**src/rtl/arbitro_1.sv**
```systemverilog
// Four-to-one fan-in arbiter: drains per-class FIFOs into one output FIFO
// in round-robin order, with at most BURST pops per grant.
module arbitro_1 #(
   parameter int BURST = 4
) (
   input  logic       clk,
   input  logic       reset,
   input  logic [3:0] FIFO_empty,
   input  logic       Almost_full,
   output logic [3:0] Pop,
   output logic       Push,
   output logic [1:0] class_o,
   output logic       Idle
);

   typedef enum logic {IDLE = 1'b0, SERVE = 1'b1} state_t;

   localparam logic [3:0] BURST_W = 4'(BURST);

   state_t     state_q, state_d;
   logic [1:0] grant_q, grant_d;
   logic [1:0] last_grant_q, last_grant_d;
   logic [2:0] count_q, count_d;
   logic [1:0] class_q, class_d;

   logic [1:0] winner;
   logic [1:0] idx;
   logic       any_req;
   logic       fire;
   logic [3:0] count_inc;

   // Scanning from the farthest candidate back lets the nearest one overwrite it.
   always_comb begin
      winner = last_grant_q + 2'd1;
      idx    = 2'd0;
      for (int k = 4; k >= 1; k--) begin
         idx = last_grant_q + 2'(k);
         if (!FIFO_empty[idx]) winner = idx;
      end
   end

   assign any_req   = ~&FIFO_empty;
   assign count_inc = {1'b0, count_q} + 4'd1;

   always_comb begin
      state_d      = state_q;
      grant_d      = grant_q;
      last_grant_d = last_grant_q;
      count_d      = count_q;
      class_d      = class_q;
      fire         = 1'b0;
      Pop          = 4'b0000;
      Push         = 1'b0;
      Idle         = 1'b0;
      case (state_q)
         IDLE: begin
            Idle = 1'b1;
            if (any_req) begin
               state_d = SERVE;
               grant_d = winner;
               class_d = winner;
               count_d = 3'd0;
            end
         end
         SERVE: begin
            fire = !FIFO_empty[grant_q] && !Almost_full;
            Pop  = fire ? (4'b0001 << grant_q) : 4'b0000;
            Push = fire;
            // An empty granted FIFO releases even under backpressure.
            if (FIFO_empty[grant_q] || (fire && (count_inc >= BURST_W))) begin
               state_d      = IDLE;
               last_grant_d = grant_q;
               count_d      = 3'd0;
            end else if (fire) begin
               count_d = count_inc[2:0];
            end
         end
         default: state_d = IDLE;
      endcase
   end

   always_ff @(posedge clk or posedge reset) begin
      if (reset) begin
         state_q      <= IDLE;
         grant_q      <= 2'd0;
         last_grant_q <= 2'd3;
         count_q      <= 3'd0;
         class_q      <= 2'd0;
      end else begin
         state_q      <= state_d;
         grant_q      <= grant_d;
         last_grant_q <= last_grant_d;
         count_q      <= count_d;
         class_q      <= class_d;
      end
   end

   assign class_o = class_q;

endmodule

```
**config.mk**
```make
export PLATFORM = sky130hd
export DESIGN_NAME = arbitro_1
export DESIGN_NICKNAME = d
export VERILOG_FILES = /design/src/rtl/arbitro_1.sv
export SDC_FILE = /design/constraint.sdc
export NUM_CORES = 1
export LEC_CHECK = 0
export CORE_AREA = 3 3 40 42
export CTS_CLUSTER_SIZE = 28
export DETAILED_ROUTE_END_ITERATION = 8
export DIE_AREA = 0 0 43 45
export GPL_TIMING_DRIVEN = 0
export PLACE_DENSITY_LB_ADDON = 0.15
export SYNTH_ARGS = -nofsm -noshare
export SYNTH_HDL_FRONTEND = slang
export SYNTH_SLANG_ARGS = --single-unit
export TNS_END_PERCENT = 50
```
**constraint.sdc**
```tcl
create_clock -name clk -period 2.33 [get_ports clk]
set_input_delay 0.233 -clock clk [delete_from_list [all_inputs] [get_ports clk]]
set_output_delay 0.233 -clock clk [all_outputs]
set_load 0.02 [all_outputs]
```
Word-level counts from Yosys, hierarchy flattened:

Index checks and enable logic that the tools add are counted.

* register bits: 8
* input bits: 7
* output and inout port bits: 8

* add/sub/neg operators: 4
* order comparisons: 6
* eq/ne operators: 2
* shift-type cells: 1
* mux-type cells: 25
* bitwise gates (word level): 2
* reduce and logical (&&, ||, !) cells: 9

Operator list (count)
* less-than comparator 2 x 3 -> 1 bit, second input constant: 5
* binary-select mux 1 bit (select 2 bit): 5
* two-way mux 1 bit: 9
* two-way mux 3 bit: 3
* two-way mux 2 bit: 4
* two-way mux 4 bit: 2
* one-hot mux 3 bit (2 select lines): 1
* AND reduction 2 bit: 3
* adder 2 bit, second input constant: 2
* adder 3 x 1 -> 4 bit, second input constant: 1
* >= comparator 4 x 3 -> 1 bit, second input constant: 1
* AND reduction 4 bit: 1
* left shift 1 x 2 -> 4 bit, first input constant: 1
* != test 3 x 1 -> 1 bit, second input constant: 1
* adder 2 x 1 -> 2 bit, second input constant: 1
* logical AND 1 bit: 2
* zero test 1 bit: 2
* != test 2 bit, second input constant: 1
* NOT 1 bit: 2
* one-hot mux 1 bit (2 select lines): 1
* logical OR 1 bit: 1

Longest topological paths before layout:

* word-level depth: 8
* depth in mapped cells: 5
* gate-level depth less buffers: 5

Worst setup path before layout:

OpenSTA, ideal clock, no wires.

* kind: flip-flop to output port
* start: register, netlist name class_o[0]
* end: output port Pop[0]
* arrival time: 2.030 ns
* required time: 2.097 ns
* path slack: 0.067 ns
* cell stages (with the launch flop): 4
* path through: dfrtp_1 mux4_2 nor3_4 nor3b_1

RTL lines
* to (decl): RTL line 10 `output logic [3:0] Pop,`

==> metrics.txt <==
Hold Fails Final Rpt=0; reg2reg start=class_o[0]; Logic pwr share=49.7%; YS warnings=0; CTS root buf=clkbuf_4; Max-slew headroom=78.3%; switching portion of total power=40.8%; Post-synth ARST share=100%; Cell variety after synth=35; Slew Viols, Final=0; sequential-to-total area share from yosys stat=36.1%; count of max-cap constraint violations=0; routed via count=505; post-route setup slack=0.143 ns; Final Core Density=57.6%; Core Area=1280 sq um; critical path startpoint category=flop; Setup TNS Final=0 ns; Initial Utilization=43.7%; Synth Cell Area=562 sq um; # diodes=0; min cycle time layout=2.19 ns; mean post-synth cell area=9.36 sq um; Final setup viols=0; clock skew=0.00459 ns; placed cell areas=711 sq um; Syn Inst Count=60; vias in the first global route=459; internal power=474 uW; Storage cell area=204 sq um; EDFF count, synth=0; CP arrival=1.95 ns; Critical Setup Path Class=flop to primary output; first-pass GRT wire length=2050 um; top area cells in the synthesized netlist=dfrtp_1 27%, dfstp_2 9.4%, mux2_1 4.0%; CTS max path bufs=2; largest net degree at the start of global routing=10; die area=1940 sq um; Final nets=87; worst slew pin tran=0.324 ns; hold crit path type=input pin to asynchronous set/reset pin; VDD IR max=0.000721 V; Buffers on Ports=13; DR DRC count=0; H-Tree Depth=1; Switch Pwr=326 uW; Lkg Pwr=0.000354 uW; Global Route Usage Sum=14.2%; Die Height=45 um; worst r2r dst=last_grant_q[0]; Vias/cell=5.43; RSZ-0062 raised after global routing=no; Critical Path RT=2.10 ns; Initial DRC Count=10; Clock Power Share=13.8%; FMAX=457 MHz; #FFs+latches synth=8; clock-pin transition on the worst setup and hold timing paths=0.06 ns; TritonCTS clock tree=done; Hold Buf Count CTS=0; footprint of the multi-input gates=329 sq um; flop2flop setup slack=0.59 ns; die width=43 um; initial antenna violation count=0; fillcell total=125; Synth area leader=dfrtp_1; top cells by count, synth=6 x dfrtp_1, 5 x inv_1, 5 x nand2_1, 5 x nor2_1, 3 x o21ai_0; Reg power frac=36.4%; area grow syn2layout=31.8%; crit-path max FO=8; antenna violation net count after detailed routing=0; WL final=1170 um; dominant synthesized flop cell=dfrtp_1; r2r worst-path depth=4; I/O pins=15; grt total ovfl=0; synthesized net count=68; Clk Latency, worst-skew pair=0.25 ns; detailed-placement wirelength estimate=878 um; dpl ws=-0.313 ns; status=complete, no violations; Rows=13; GPL Wtd Cong=0.713; clk sinks=8; final worst path period share=93.9%; most numerous cell in the Yosys netlist=dfrtp_1; WL per Instance=12.6 um; crit path capture type=primary output; Final Cell Area=741 sq um; post-synth top area share=26.7%; 1st-pass router iterations=3; PwrDens=1080 nW/um^2; layout cells sized above 1=19.2%; CTS Buf Count=3
-- through the flow --
| step | hold WS, ns | total power, uW | instances |
|---|---|---|---|
| finish | 0.217 | 801 | 93 |
| CTS | 0.212 | 811 | 93 |
| floorplan | 0.0472 | 545 | 60 |
| global placement | 0.491 | 685 | 88 |
| global route | 0.236 | 871 | 93 |
| detailed placement | 0.489 | 692 | 88 |
-- registers in the layout (all words and copies together), names as in the netlist --
| signal | flops |
|---|---|
| state_q | 1 |
| class_o | 2 |
| count_q | 3 |
| last_grant_q | 2 |
-- cell type report --
class | instances | share of cell area, %
Buffer | 1 | 1.52
Clock buffer | 4 | 3.55
Inverter | 5 | 2.53
Multi-Input combinational cell | 46 | 44.4
Sequential cell | 8 | 27.5
Tap cell | 15 | 2.53
Timing Repair Buffer | 14 | 17.9
-- per-layer routing --
layer / track usage (%) / wire length [um] / vias to the layer above
met3: 3.59 / 68 / 0
met1: 20.2 / 592 / 228
li1: - / - / 265
met5: 0 / 0 / -
met4: 5.42 / 0 / 0
met2: 21.0 / 510 / 12
-- worst max path at each step --
stage                  start     end  slack [ns]  cells past startpoint
6_report          class_o[0]  Pop[3]        0.14                      4
4_1_cts        FIFO_empty[2]  Pop[0]        0.01                      5
3_5_place_dp   FIFO_empty[2]  Pop[0]       -0.31                      5
5_1_grt           class_o[0]  Pop[3]        0.03                      4
3_3_place_gp   FIFO_empty[2]  Pop[0]       -0.30                      5
2_1_floorplan     class_o[0]  Pop[0]        0.07                      3
-- layout by cell type, fill, tap and decap left out, types with 2 or more instances in the layout --
master	n
a21boi_0	2
a21oi_1	2
clkbuf_2	2
clkbuf_4	3
clkdlybuf4s50_1	5
dfrtp_1	5
dfstp_2	2
dlygate4sd2_1	2
dlymetal6s2s_1	3
inv_1	5
mux2_1	2
nand2_1	5
nand3_1	2
nor2_1	5
nor3_1	2
o21ai_0	3
-- power groups by stage --
| stage | registers [uW] | logic (uW) | clock network [uW] |
|---|---|---|---|
| 4_1_cts | 292 | 403 | 116 |
| 3_3_place_gp | 291 | 394 | 0 |
| 3_5_place_dp | 293 | 399 | 0 |
| 6_report | 292 | 398 | 111 |
| 2_1_floorplan | 293 | 252 | 0 |
| 5_1_grt | 308 | 439 | 124 |
-- cells by family after synthesis --
kind of cell	Yosys count	synth area share [%]
xor gates and xnor gates	1	1.56
AOI/OAI and AO/OA	19	24.5
buffers and inverters	6	5.35
muxes	3	8.02
DFF	8	36.1
and+or+nand+nor	22	22.3
adders and majority gates	1	2.23
-- critical path: stages (launching register included) --
cell           delay [ns]
dfrtp_2              0.43
mux4_2               0.56
nor3_4               0.22
and3_1               0.18
dlygate4sd2_1        0.32
-- what timing repair did --
action | 4_1_cts | 5_1_grt
setup buffers | 1 | 0
gates resized for setup | 6 | 9
endpoints found under the setup margin | 5 | 4
pin swaps | 0 | 0
(Power assumes the default switching activity.)
